$ cat src/rtl/dcache_pkg.sv
// rtl/dcache_pkg.sv - shared types and constants for the data cache sequencing controller
package dcache_pkg;

    localparam int LINE_W   = 256;
    localparam int OFFSET_W = 5;

    typedef enum logic [2:0] {
        ST_IDLE,
        ST_LOOKUP,
        ST_VICTIM,
        ST_WRITEBACK,
        ST_REFILL,
        ST_ALLOCATE
    } state_e;

    // Cache group command, packed as {enable, compare, read}
    localparam logic [2:0] CMD_NONE      = 3'b000;
    localparam logic [2:0] CMD_LOOKUP_LD = 3'b111;
    localparam logic [2:0] CMD_LOOKUP_ST = 3'b110;
    localparam logic [2:0] CMD_VICTIM    = 3'b101;
    localparam logic [2:0] CMD_ALLOCATE  = 3'b100;

endpackage

$ cat src/rtl/dcache_ctrl.sv
// rtl/dcache_ctrl.sv - lookup / victim / writeback / refill / allocate sequencer for a 2-way data cache group
module dcache_ctrl
    import dcache_pkg::*;
#(
    parameter int ADDR_W = 32,
    parameter int LINE_W = dcache_pkg::LINE_W
) (
    input  logic              clk,
    input  logic              rst,
    input  logic              req_valid,
    input  logic              req_we,
    input  logic [ADDR_W-1:0] req_addr,
    input  logic [31:0]       req_wdata,
    input  logic [3:0]        req_be,
    output logic              req_ready,
    output logic              resp_valid,
    output logic [31:0]       resp_rdata,
    output logic              stall,
    output logic              c_enable,
    output logic              c_compare,
    output logic              c_read,
    output logic [ADDR_W-1:0] c_address,
    output logic [31:0]       c_data,
    output logic [3:0]        c_byte_w_en,
    output logic [LINE_W-1:0] c_line_in,
    input  logic              c_hit,
    input  logic              c_dirty,
    input  logic              c_valid,
    input  logic [31:0]       c_data_out,
    input  logic [ADDR_W-1:0] c_address_out,
    input  logic [LINE_W-1:0] c_line_out,
    output logic              mem_req,
    output logic              mem_we,
    output logic [ADDR_W-1:0] mem_addr,
    output logic [LINE_W-1:0] mem_wdata,
    input  logic [LINE_W-1:0] mem_rdata,
    input  logic              mem_ready,
    output logic [31:0]       hit_count,
    output logic [31:0]       miss_count
);

    state_e              state_q, state_d;
    logic [ADDR_W-1:0]   addr_q, addr_d;
    logic                we_q, we_d;
    logic [31:0]         wdata_q, wdata_d;
    logic [3:0]          be_q, be_d;
    logic                retry_q, retry_d;
    logic                resp_valid_q, resp_valid_d;
    logic [31:0]         resp_rdata_q, resp_rdata_d;
    logic                mem_req_q, mem_req_d;
    logic                mem_we_q, mem_we_d;
    logic [ADDR_W-1:0]   mem_addr_q, mem_addr_d;
    logic [LINE_W-1:0]   mem_wdata_q, mem_wdata_d;
    logic [LINE_W-1:0]   refill_q, refill_d;
    logic [31:0]         hit_count_q, hit_count_d;
    logic [31:0]         miss_count_q, miss_count_d;
    logic [2:0]          cmd;
    logic                mem_fire;
    logic [ADDR_W-1:0]   refill_addr;
    logic [ADDR_W-1:0]   victim_addr;
    logic                unused_offset;

    assign refill_addr   = {addr_q[ADDR_W-1:OFFSET_W], {OFFSET_W{1'b0}}};
    assign victim_addr   = {c_address_out[ADDR_W-1:OFFSET_W], {OFFSET_W{1'b0}}};
    assign unused_offset = ^c_address_out[OFFSET_W-1:0];
    assign mem_fire      = mem_req_q & mem_ready;

    always_comb begin
        state_d      = state_q;
        addr_d       = addr_q;
        we_d         = we_q;
        wdata_d      = wdata_q;
        be_d         = be_q;
        retry_d      = retry_q;
        resp_valid_d = 1'b0;
        resp_rdata_d = resp_rdata_q;
        mem_req_d    = mem_req_q;
        mem_we_d     = mem_we_q;
        mem_addr_d   = mem_addr_q;
        mem_wdata_d  = mem_wdata_q;
        refill_d     = refill_q;
        hit_count_d  = hit_count_q;
        miss_count_d = miss_count_q;
        cmd          = CMD_NONE;

        case (state_q)
            ST_IDLE: begin
                if (req_valid) begin
                    addr_d  = req_addr;
                    we_d    = req_we;
                    wdata_d = req_wdata;
                    be_d    = req_be;
                    retry_d = 1'b0;
                    state_d = ST_LOOKUP;
                end
            end
            ST_LOOKUP: begin
                cmd = we_q ? CMD_LOOKUP_ST : CMD_LOOKUP_LD;
                // Only the first attempt of a request counts toward the statistics
                if (c_hit) begin
                    resp_valid_d = 1'b1;
                    resp_rdata_d = we_q ? 32'h0 : c_data_out;
                    if (!retry_q) hit_count_d = hit_count_q + 32'd1;
                    state_d = ST_IDLE;
                end else begin
                    if (!retry_q) miss_count_d = miss_count_q + 32'd1;
                    state_d = ST_VICTIM;
                end
            end
            ST_VICTIM: begin
                cmd       = CMD_VICTIM;
                mem_req_d = 1'b1;
                if (c_dirty && c_valid) begin
                    mem_we_d    = 1'b1;
                    mem_addr_d  = victim_addr;
                    mem_wdata_d = c_line_out;
                    state_d     = ST_WRITEBACK;
                end else begin
                    mem_we_d    = 1'b0;
                    mem_addr_d  = refill_addr;
                    mem_wdata_d = '0;
                    state_d     = ST_REFILL;
                end
            end
            ST_WRITEBACK: begin
                // mem_req drops for one cycle before the refill read is raised
                if (mem_fire) begin
                    mem_req_d   = 1'b0;
                    mem_we_d    = 1'b0;
                    mem_addr_d  = refill_addr;
                    mem_wdata_d = '0;
                    state_d     = ST_REFILL;
                end
            end
            ST_REFILL: begin
                if (mem_fire) begin
                    refill_d   = mem_rdata;
                    mem_req_d  = 1'b0;
                    mem_addr_d = '0;
                    state_d    = ST_ALLOCATE;
                end else if (!mem_req_q) begin
                    mem_req_d = 1'b1;
                end
            end
            ST_ALLOCATE: begin
                cmd     = CMD_ALLOCATE;
                retry_d = 1'b1;
                state_d = ST_LOOKUP;
            end
            default: state_d = ST_IDLE;
        endcase
    end

    always_ff @(posedge clk or negedge rst) begin
        if (!rst) begin
            state_q      <= ST_IDLE;
            addr_q       <= '0;
            we_q         <= 1'b0;
            wdata_q      <= '0;
            be_q         <= '0;
            retry_q      <= 1'b0;
            resp_valid_q <= 1'b0;
            resp_rdata_q <= '0;
            mem_req_q    <= 1'b0;
            mem_we_q     <= 1'b0;
            mem_addr_q   <= '0;
            mem_wdata_q  <= '0;
            refill_q     <= '0;
            hit_count_q  <= '0;
            miss_count_q <= '0;
        end else begin
            state_q      <= state_d;
            addr_q       <= addr_d;
            we_q         <= we_d;
            wdata_q      <= wdata_d;
            be_q         <= be_d;
            retry_q      <= retry_d;
            resp_valid_q <= resp_valid_d;
            resp_rdata_q <= resp_rdata_d;
            mem_req_q    <= mem_req_d;
            mem_we_q     <= mem_we_d;
            mem_addr_q   <= mem_addr_d;
            mem_wdata_q  <= mem_wdata_d;
            refill_q     <= refill_d;
            hit_count_q  <= hit_count_d;
            miss_count_q <= miss_count_d;
        end
    end

    assign {c_enable, c_compare, c_read} = cmd;
    assign c_address   = c_enable ? addr_q : '0;
    assign c_data      = (state_q == ST_LOOKUP && we_q) ? wdata_q : 32'h0;
    assign c_byte_w_en = (state_q == ST_LOOKUP && we_q) ? be_q : 4'h0;
    assign c_line_in   = (state_q == ST_ALLOCATE) ? refill_q : '0;

    assign req_ready  = (state_q == ST_IDLE);
    assign resp_valid = resp_valid_q;
    assign resp_rdata = resp_rdata_q;
    assign stall      = req_valid & ~resp_valid_q;
    assign mem_req    = mem_req_q;
    assign mem_we     = mem_we_q;
    assign mem_addr   = mem_addr_q;
    assign mem_wdata  = mem_wdata_q;
    assign hit_count  = hit_count_q;
    assign miss_count = miss_count_q;

endmodule

$ cat config.mk
export PLATFORM = sky130hd
export DESIGN_NAME = dcache_ctrl
export DESIGN_NICKNAME = d
export VERILOG_FILES = /design/src/rtl/dcache_pkg.sv /design/src/rtl/dcache_ctrl.sv
export SDC_FILE = /design/constraint.sdc
export NUM_CORES = 1
export LEC_CHECK = 0
export BUFFER_PORTS_ARGS = -buffer_cell sky130_fd_sc_hd__clkbuf_2
export CAP_MARGIN = 20
export CORE_AREA = 5 5 526 528
export DETAILED_ROUTE_END_ITERATION = 16
export DIE_AREA = 0 0 531 533
export GPL_TIMING_DRIVEN = 0
export SYNTH_ARGS = -nofsm -noshare
export SYNTH_HDL_FRONTEND = slang
export SYNTH_SLANG_ARGS = --single-unit
export TNS_END_PERCENT = 10
$ cat constraint.sdc
create_clock -name clk -period 2.35 [get_ports clk]
set_clock_uncertainty 0.15 [all_clocks]
set_input_delay 0.1175 -clock clk [delete_from_list [all_inputs] [get_ports clk]]
set_output_delay 0.1175 -clock clk [all_outputs]
set_load 0.05 [all_outputs]
; ---- Word level (Yosys, flattened, before mapping)
; Cells that the tools add are included.
; Widths: inputs -> output; s select.
[op_classes]
n_addsub = 2
n_eq_ne = 8
n_mux = 29
bitwise_logic = 5
reduce_logical = 16
[op_table]
columns = op, n
row1 = $mux 256, 3
row2 = $pmux 256 s2, 1
row3 = $mux 32, 6
row4 = $pmux 32 s3, 1
row5 = $add 32x1->32 const B, 2
row6 = $pmux 3 s6, 1
row7 = $mux 3, 4
row8 = $reduce_and 2->1, 6
row9 = $reduce_and 3->1, 4
row10 = $pmux 3 s3, 1
row11 = $mux 1, 7
row12 = $eq 3x2->1 const B, 2
row13 = $eq 3x3->1 const B, 2
row14 = $ne 2x2->1 const B, 3
row15 = $mux 4, 1
row16 = $pmux 1 s2, 2
row17 = $reduce_bool 2->1, 2
row18 = $eq 3x1->1 const B, 1
row19 = $logic_not 3->1, 1
row20 = $not 1->1, 3
row21 = $pmux 1 s3, 1
row22 = $reduce_bool 3->1, 1
row23 = $and 1x1->1, 2
row24 = $logic_and 1x1->1, 2
row25 = $mux 2, 1
[word_totals]
regBits = 716
input_bits = 652
out_inout_bits = 716
elab_cells = 75

; ---- Longest topological paths before layout
; Gate-level depths: netlist of run 1.
[logic_depth]
word_depth = 3
ltp_mapped = 9
mapped_depth_nobuf = 5

; ---- Least setup slack after synthesis of run 1
; No wires, ideal clock.
[synth_path]
path_kind = reg-to-reg
start = reg hit_count_q[0], in the netlist hit_count[0]
end = reg hit_count_q[18], in the netlist hit_count[18]
setup_ns = 0.143
t_arrival_ns = 1.965
setup_slack_ns = 0.092
path_stages_with_launch = 6
n_path_buf = 0
synth_period_minus_slack_ns = 2.258
cell_sequence = dfrtp_1 -> ha_1 -> nand3_1 -> nor4_2 -> nand4_1 -> xnor2_1
[synth_between]
elab_chain_len = 1
[synth_rtl]
columns = element, line
row1 = start: declaration, dcache_ctrl.sv:55  ; logic [31:0] hit_count_q, hit_count_d;
row2 = start signal: assignment, dcache_ctrl.sv:185  ; hit_count_q <= hit_count_d;
row3 = $add 32x1->32, dcache_ctrl.sv:103  ; if (!retry_q) hit_count_d = hit_count_q + 32'd1;
; No other way between the ends.
; A chain may end at the register's enable or synchronous reset.

; ---- Worst setup path after layout of run 1
[layout_path]
start = reg state_q[0]
end = out c_line_in[23]
[layout_between]
elab_chain_len = 2
[layout_rtl]
columns = element, line
row1 = start: declaration, dcache_ctrl.sv:42  ; state_e state_q, state_d;
row2 = start signal: assignment, dcache_ctrl.sv:172  ; state_q <= state_d;
row3 = $eq 3x3->1, dcache_ctrl.sv:194  ; assign c_line_in = (state_q == ST_ALLOCATE) ? refill_q : '0;
row4 = $mux 256, dcache_ctrl.sv:194
row5 = end: declaration, dcache_ctrl.sv:25  ; output logic [LINE_W-1:0] c_line_in,
; No other way between the ends.

==> results of run 1 <==
==> layer usage <==
layer,track usage,up-vias,part of all wire
li1,-,13424,-
met4,0.0670,76,0.051
met1,0.206,16211,0.40
met3,0.0812,488,0.13
met2,0.256,1933,0.42
met5,0,-,0.0024
==> flip-flops by register name, indices dropped and copies added (netlist names) <==
signal	count
mem_wdata	256
refill_q	256
mem_req	1
mem_we	1
be_q	4
addr_q	32
wdata_q	32
miss_count	32
retry_q	1
resp_rdata	32
state_q	3
resp_valid	1
mem_addr	27
hit_count	32
we_q	1
==> final timing paths <==
kind | from | endpoint | slack, ps | cells after the start
max | state_q[0] | c_line_in[23] | -490 | 7
min | c_line_out[127] | mem_wdata[127] | 50 | 3
max reg2reg | state_q[2] | addr_q[3] | -440 | 8
min reg2reg | miss_count[31] | miss_count[31] | 330 | 1
max in group asynchronous | rst | mem_wdata[179] | -80 | 6
min in group asynchronous | rst | addr_q[4] | 420 | 4
==> cell type report <==
cell class | count | area share
timing repair buffer | 2497 | 0.354
tap | 3589 | 0.0760
multi-input combinational | 1328 | 0.188
inverter | 14 | 0.000953
clock inverter | 38 | 0.00616
buffer | 194 | 0.0247
sequential | 711 | 0.301
clock buffer | 125 | 0.0443
antenna | 96 | 0.00407
==> tightest hold or removal path, cell delays in order <==
cell           delay (ps)
dlygate4sd3_1         590
clkbuf_2              120
a22o_1                110
==> logic make-up after synthesis <==
| kind of cell | synth area share |
|---|---|
| AOI/OAI and AO/OA | 0.0978 |
| xor gates and xnor gates | 0.0185 |
| adders and majority gates | 0.000852 |
| buffers and inverters | 0.0351 |
| DFF | 0.606 |
| muxes | 0.125 |
| other | 0.000128 |
| and+or+nand+nor | 0.117 |
==> power groups by stage <==
stage	logic (uW)	clock network [uW]	registers [uW]
after floorplan	11700	0	30100
final	38900	14400	22900
after global placement	33700	0	22700
after CTS	37600	14800	22700
after global routing	40600	15200	23400
after detailed placement	34100	0	22700
==> layout by cell type (no fill, tap or decap), types with 7 or more instances in the layout <==
master         instances
nor2_1                41
and2_4                 8
dfrtp_1              709
nor3_2                 7
buf_12                22
nand3_1               23
a21oi_1               29
clkbuf_8             116
and3_4                91
buf_6                 42
buf_16                 8
xnor2_1               38
buf_8                 74
nand4_1               19
o21ai_0               36
nand2_1               67
inv_1                 13
nor4_2                 7
clkbuf_2            1088
clkinv_2              14
nand2b_1              34
nor3_1                 9
xor2_1                24
clkbuf_4              69
clkinvlp_4             8
clkbuf_1              46
diode_2               96
buf_2                 61
nor2b_1               26
a22oi_1               27
and3_1               174
dlygate4sd3_1       1098
mux2_1                20
a22o_1               255
clkbuf_16            131
buf_4                 60
and2_1                31
mux2_2               306
==> metrics by stage <==
step / utilization / area, um2 / hold WS, ps / std cells
after floorplan: - / 29400 / -328 / 2247
after global placement: 0.150 / 40700 / 186 / 7193
after detailed placement: 0.151 / 41000 / -67.7 / 7205
after CTS: 0.212 / 57700 / 0.233 / 8478
after global routing: 0.217 / 59000 / 31.5 / 8552
final: 0.217 / 59100 / 53.5 / 8592
==> what timing repair did <==
item                                     CTS  global route
pin swaps                                  9             3
hold endpoints to repair                 893             0
hold buffers                            1099             0
cloned                                     1             7
endpoints found under the setup margin   946          1205
buffers inserted                          11            11
gates resized for setup                  681           363
==> impl_results.md, run 1 <==
- # rows: 192
- Die X: 531 um
- HPWL after detailed placement: 209 mm
- MaxCap Viol Count: 0
- Total CTS buffers: 95
- Vias: 32132
- Crit path time final: 2840 ps
- Slew @ Worst Pin: 899 ps
- Net Sw Power: 38000 uW
- H-tree depth: 3
- Reg power frac: 0.301
- Leading cell types by count after synthesis: dfrtp_1 (711), mux2_2 (306), and3_1 (265)
- Port Buffer Count: 1357
- CP required: 2080 ps
- Setup TNS: -239030 ps
- Critical Path Max Stage Delay: 430 ps
- Clock share of power: 0.189
- Sw frac: 0.500
- Cell mode on critical path: clkbuf_16
- Crit Path Max Fanout: 11
- Fin. max-slew vios: 0
- Top-area cell type share of the netlist area: 0.606
- Top-count cell post-synth: dfrtp_1
- Mapped Cells: 2243
- Top delay family on crit path: buffers and inverters
- GRT Total Usage: 0.169
- Hold crit path type: input port to register
- Violated checks: negative setup slack
- Core Area: 272000 um2
- Remaining antenna violation count: 0
- Synth-to-Final Area Change: 101%
- Final Net Count: 5495
- Max Clock Freq: 352 MHz
- WL final: 253 mm
- Main flop type after synthesis: dfrtp_1
- Clock root cell: clkbuf_16
- Buf/Inv on CP: 5
- Vias in the first global route: 33439
- First-pass GRT wire length: 322 mm
- P_leak: 0.0278 uW
- Yosys cell types: 53
- Pwr/cell area: 1290 nW/um2
- Mean post-synth cell area: 13.1 um2
- Initial antenna violation count: 166
- Cell taking the most area after synthesis: dfrtp_1
- DIE AREA: 283000 um2
- TritonCTS clock tree: built
- Max VDD drop: 0.000965 V
- RePlAce Congestion: 1.01
- P_int: 38100 uW
- Data arrival time of the critical path: 2580 ps
- Total grt overflow: 0
- Setup ws final: -494 ps
- CP max stage cell: dfrtp_2
- Post-route DRC violation count: 0
- Multi-input gate area: 11100 um2
- Synth warnings: 0
- Via/cell ratio: 3.74
- Crit-path cells: clkinvlp_4 -> nor2_4 -> buf_12 -> clkbuf_16 -> clkbuf_8 -> and3_4 -> clkbuf_16
- Sequential share of the synthesized area: 0.606
- Skew-Pair Late Insertion Delay: 780 ps
- Maximum clock path buffer count: 4
- Starting Density: 0.108
- Crit share post-route: 1.21
- Relative slew slack: 0.396
- Critical path endpoint category: primary output
- RSZ-0062 raised after global routing: true
- Clock sink count: 711
- Setup WS pre-CTS: -1550 ps
- Largest net degree at the start of global routing: 113
- Worst-path clk slew: 60 ps
- # IOs: 1368
- Post-synthesis register bit count: 711
- Initial DRC Count: 2323
- FF/Latch Area: 17800 um2
- Outcome: finished with violations
- Netlist Area Pre-Place: 29400 um2
- Total chip power: 76100 uW
- Setup Viol. Count Final: 860
- DIE HEIGHT: 533 um
- Startpoint types: register
- Router iterations before antenna repair: 5
- Share of cells above drive strength 1: 0.439
- Post-synth ARST share: 1.00
- WL/cell: 29.4 um
- Kind of critical path: register to primary output
- Fill cells: 28984
- Top cells by area, synth: dfrtp_1 (61%), mux2_2 (12%), a22o_1 (7.6%), and3_1 (5.6%), buf_2 (1.2%)
- Number of synthesized flops with an enable pin: 0
- Hold Fails Final Rpt: 0
- Comb pwr share: 0.511
No activity file was read; power rests on OpenSTA's default activity.
==> run 2, diff against run 1 <==
--- a/config.mk
+++ b/config.mk
@@ -7,9 +7,9 @@
 export LEC_CHECK = 0
 export BUFFER_PORTS_ARGS = -buffer_cell sky130_fd_sc_hd__clkbuf_2
 export CAP_MARGIN = 20
-export CORE_AREA = 5 5 526 528
+export CORE_AREA = 5 5 522 524
 export DETAILED_ROUTE_END_ITERATION = 16
-export DIE_AREA = 0 0 531 533
+export DIE_AREA = 0 0 527 529
 export GPL_TIMING_DRIVEN = 0
 export SYNTH_ARGS = -nofsm -noshare
 export SYNTH_HDL_FRONTEND = slang
==> constraint.sdc (replaced) <==
create_clock -name clk -period 2.53 [get_ports clk]
set_clock_uncertainty 0.15 [all_clocks]
set_input_delay 0.1265 -clock clk [delete_from_list [all_inputs] [get_ports clk]]
set_output_delay 0.1265 -clock clk [all_outputs]
set_load 0.05 [all_outputs]
==> run 2 against run 1 <==
Compared with the run above: the run still ends with negative setup slack left; first-iteration DRC count increased by 12%; cell area down 0.87%; core utilization up 0.21 points; setup slack gained 160 ps; via count fell by 0.44%; critical path type unchanged; largest power group unchanged.
==> impl_results.md, run 2 (synthesis gave the netlist of run 1 again) <==
- Outcome: finished with violations
- Violated checks: negative setup slack
- Setup WS pre-CTS: -1000 ps
- Kind of critical path: register to primary output
- Grt met2 use: 0.262
- Relative slew slack: 0.305
- RSZ-0062 raised after global routing: true
- RePlAce Congestion: 1.05
- Multi-input gate area: 11100 um2
- Total grt overflow: 0
- H-tree depth: 3
- Most frequent cells in the layout: clkbuf_2 (1079), dlygate4sd3_1 (1055), dfrtp_1 (710)
- Vias in the first global route: 33175
- CP max stage cell: dfrtp_2
- Via/cell ratio: 3.77
- Starting Density: 0.110
- Largest net degree at the start of global routing: 108
- GRT Total Usage: 0.174
- Post-route DRC violation count: 0
- Maximum clock path buffer count: 4
- P_leak: 0.0277 uW
- CP required: 2250 ps
- Crit-path cells: clkinvlp_4 -> nor2_4 -> buf_12 -> buf_8 -> clkbuf_8 -> and3_2 -> clkbuf_8
- Critical Path Max Stage Delay: 430 ps
- Setup ws final: -330 ps
- Die X: 527 um
- Slew @ Worst Pin: 1030 ps
- Crit path time final: 2860 ps
- Gr busiest metal: met2
- Hold Fails Final Rpt: 0
- Initial antenna violation count: 191
- Final core utilization: 0.219
- Setup Viol. Count Final: 583
- Worst-path clk slew: 60 ps
- Remaining antenna violation count: 0
- Max VDD drop: 0.000938 V
- Core Area: 267000 um2
- Fill cells: 28422
- Crit share post-route: 1.13
- Port Buffer Count: 1357
- Final Net Count: 5441
- Initial DRC Count: 2595
- Cell mode on critical path: clkbuf_8
- Pwr/cell area: 1210 nW/um2
- Routing usage on met3: 0.0954
- Commonest non-fill, non-tap cell in the layout: clkbuf_2
- WL/cell: 30.0 um
- FF/Latch Area: 17800 um2
- DIE AREA: 279000 um2
- WL final: 254 mm
- Critical path endpoint category: primary output
- # rows: 190
- Total CTS buffers: 95
- Crit Path Max Fanout: 10
- HPWL after detailed placement: 214 mm
- First-pass GRT wire length: 326 mm
- Fin. max-slew vios: 0
- Clock sink count: 711
- Max Clock Freq: 350 MHz
- Startpoint types: register
- Data arrival time of the critical path: 2580 ps
- Synth-to-Final Area Change: 99.4%
- Router iterations before antenna repair: 7
- # IOs: 1368
- Grt met1 use: 0.207
- MaxCap Viol Count: 0
- TritonCTS clock tree: built
- Vias: 31990
- Clock root cell: clkbuf_16
- DIE HEIGHT: 529 um
- Skew-Pair Late Insertion Delay: 800 ps
- Hold crit path type: input port to register
- Total chip power: 71100 uW
- Share of cells above drive strength 1: 0.440
- Setup TNS: -87870 ps
[run 2: changes by cell type in the layout (fill, tap and decap cells not counted), sizes merged, moves of 3 or more]
cell,previous run,this run
clkbuf,1450,1458
bufinv,3,6
dlygate4sd3,1098,1055
clkinv,22,18
diode,96,73
buf,268,256
[run 2: path summary, 6_finish.rpt]
| check | start | to | slack [ps] | depth (start not counted) |
|---|---|---|---|---|
| worst max-delay path | state_q[0] | c_line_in[208] | -330 | 7 |
| worst min-delay path | mem_rdata[115] | refill_q[115] | 50 | 3 |
| worst max register to register | state_q[1] | refill_q[188] | -110 | 7 |
| worst min register to register | miss_count[31] | miss_count[31] | 320 | 1 |
| max in group asynchronous | rst | refill_q[43] | 180 | 6 |
| min in group asynchronous | rst | wdata_q[30] | 460 | 4 |
[run 2: routing by layer]
metal	vias to the layer above	part of all wire
met5	-	0.0040
met4	108	0.044
met3	472	0.14
met2	1972	0.42
met1	16126	0.39
li1	13312	-
[run 2: final cells by class]
| class | count | area share |
|---|---|---|
| Timing Repair Buffer | 2444 | 0.348 |
| Buffer | 194 | 0.0241 |
| Clock buffer | 131 | 0.0460 |
| Clock inverter | 39 | 0.00786 |
| Tap cell | 3552 | 0.0759 |
| Antenna cell | 73 | 0.00312 |
| Multi-Input combinational cell | 1327 | 0.190 |
| Inverter | 14 | 0.000961 |
| Sequential cell | 711 | 0.304 |
[run 2: critical path, delay by kind of cell, from the launching register on]
| family | cells | cell delay [ps] |
|---|---|---|
| flops | 1 | 430 |
| simple gates | 2 | 380 |
| buf+inv | 5 | 900 |
[run 2: power by group]
part           switching (uW)  internal [uW]
sequential               4530          16600
combinational           24800          11200
clock                    5860           8100
total                   35200          35900
[run 2: repair_timing]
item                       in CTS  in global routing
resized for setup             725                299
gates cloned                    0                  6
hold endpoints to repair      880                  0
buffers inserted                8                 10
pin swaps                       8                  6
hold buffers                 1056                  0
setup endpoints to repair     860                849
[run 2: stage by stage]
stage	hold slack [ps]	instances	instance area [um2]
floorplan	-319	2247	29400
global placement	197	7156	40600
detailed placement	14.1	7167	40900
CTS	0.0427	8400	57500
global route	8.08	8448	58500
finish	53.9	8485	58600
==> run 3, diff against run 2 <==
--- a/config.mk
+++ b/config.mk
@@ -11,6 +11,7 @@
 export DETAILED_ROUTE_END_ITERATION = 16
 export DIE_AREA = 0 0 527 529
 export GPL_TIMING_DRIVEN = 0
+export RECOVER_POWER = 25
 export SYNTH_ARGS = -nofsm -noshare
 export SYNTH_HDL_FRONTEND = slang
 export SYNTH_SLANG_ARGS = --single-unit
==> run 3 against run 2 <==
Compared with the run above: the flow still finishes with violations (negative setup slack); die area did not move; clock power about the same; sequential share of layout area about the same; critical path depth unchanged; wire length about the same; highest routed layer unchanged; largest cell class unchanged; cell area about the same; combinational power barely moved; first-iteration DRC count down 1.7%; flip-flop and latch count unchanged; critical endpoint unchanged; final cell count about the same.
==> impl_results.md, run 3 (synthesis gave the netlist of run 1 again) <==
- Startpoint types: register
- Commonest non-fill, non-tap cell in the layout: clkbuf_2
- Total CTS buffers: 95
- Outcome: finished with violations
- Router iterations before antenna repair: 6
- Crit Path Max Fanout: 10
- Initial antenna violation count: 191
- Max VDD drop: 0.000941 V
- RePlAce Congestion: 1.05
- FF/Latch Area: 17800 um2
- Final Net Count: 5441
- H-tree depth: 3
- Fill cells: 28446
- Largest net degree at the start of global routing: 108
- WL/cell: 30.0 um
- Kind of critical path: register to primary output
- First-pass GRT wire length: 326 mm
- Multi-input gate area: 11100 um2
- Total grt overflow: 0
- Port Buffer Count: 1357
- Setup ws final: -336 ps
- HPWL after detailed placement: 214 mm
- P_leak: 0.0277 uW
- Crit share post-route: 1.13
- Setup Viol. Count Final: 690
- Most frequent cells in the layout: clkbuf_2 (1059), dlygate4sd3_1 (1055), dfrtp_1 (710)
- Violated checks: negative setup slack
- Fin. max-slew vios: 0
- DIE HEIGHT: 529 um
- Setup WS pre-CTS: -1000 ps
- TritonCTS clock tree: built
- Clock sink count: 711
- GRT Total Usage: 0.174
- Skew-Pair Late Insertion Delay: 810 ps
- CP required: 2250 ps
- Hold Fails Final Rpt: 0
- Maximum clock path buffer count: 4
- Starting Density: 0.110
- MaxCap Viol Count: 0
- Critical path endpoint category: primary output
- Data arrival time of the critical path: 2590 ps
- Via/cell ratio: 3.75
- # rows: 190
- # IOs: 1368
- DIE AREA: 279000 um2
- Post-route DRC violation count: 0
- Clock root cell: clkbuf_16
- Hold crit path type: input port to register
- Pwr/cell area: 1210 nW/um2
- Core Area: 267000 um2
- Die X: 527 um
- Remaining antenna violation count: 0
- Crit path time final: 2870 ps
- Vias: 31829
- Initial DRC Count: 2552
- WL final: 254 mm
- Max Clock Freq: 349 MHz
- Vias in the first global route: 33175
- Worst-path clk slew: 60 ps
- Synth-to-Final Area Change: 99.2%
- Slew @ Worst Pin: 1460 ps
- Relative slew slack: 0.0240
- RSZ-0062 raised after global routing: true
- Share of cells above drive strength 1: 0.435
- Final core utilization: 0.219
## run 3: layout make-up
| cell class | count | share of cell area |
|---|---|---|
| diodes | 78 | 0.00334 |
| flip-flops and latches | 711 | 0.304 |
| repair buffers | 2444 | 0.348 |
| clock inverters | 39 | 0.00787 |
| inverters | 14 | 0.000962 |
| well taps | 3552 | 0.0759 |
| clock buffers | 131 | 0.0460 |
| multi-input cells | 1327 | 0.190 |
| plain buffers | 194 | 0.0242 |
## run 3: worst paths after layout
kind	cells after the start	start	endpoint	slack (ps)
worst max-delay path	7	state_q[1]	c_line_in[208]	-340
worst min-delay path	3	mem_rdata[115]	refill_q[115]	50
worst max register to register	7	state_q[1]	refill_q[188]	-100
worst min register to register	1	miss_count[31]	miss_count[31]	330
max in group asynchronous	6	rst	refill_q[74]	-100
min in group asynchronous	4	rst	mem_wdata[22]	730
## run 3: repair_timing
item                                     CTS  global route
setup buffers                              8            10
endpoints found under the setup margin   860           849
cloned                                     0             6
gates resized for setup                  725           299
hold endpoints to repair                 880             0
hold buffers                            1056             0
pin swaps                                  8             6
## run 3: critical path: stages, from the launching register on
cell and delay [ps]:
dfrtp_1 360, buf_4 190, nor2_4 150, buf_12 170, buf_8 200, clkbuf_8 190
and3_2 250, clkbuf_8 200
## run 3: report_power, final
group / switching [uW] / leakage (uW) / internal, uW
Combinational: 24800 / 0.0170 / 11100
Clock: 5870 / 0.00153 / 8100
Sequential: 4520 / 0.00917 / 16600
## run 3: stage by stage
step           total power [uW]  std cells  area, um2  hold WS, ps  setup TNS, ps
3_3_place_gp              52100       7156      40600          197              -
5_1_grt                   73900       8448      58400         8.08        -204290
4_1_cts                   70200       8400      57500       0.0427        -179910
6_report                  71100       8490      58500         52.7         -96890
3_5_place_dp              52500       7167      40900         14.1        -424010
2_1_floorplan             38800       2247      29400         -319              0
## run 3: metal layers
metal	track usage	vias up	wire length, um
li1	-	13337	-
met1	0.207	15994	99400
met2	0.262	1944	108000
met3	0.0954	454	35000
met4	0.0648	100	11200
met5	0.00848	-	951
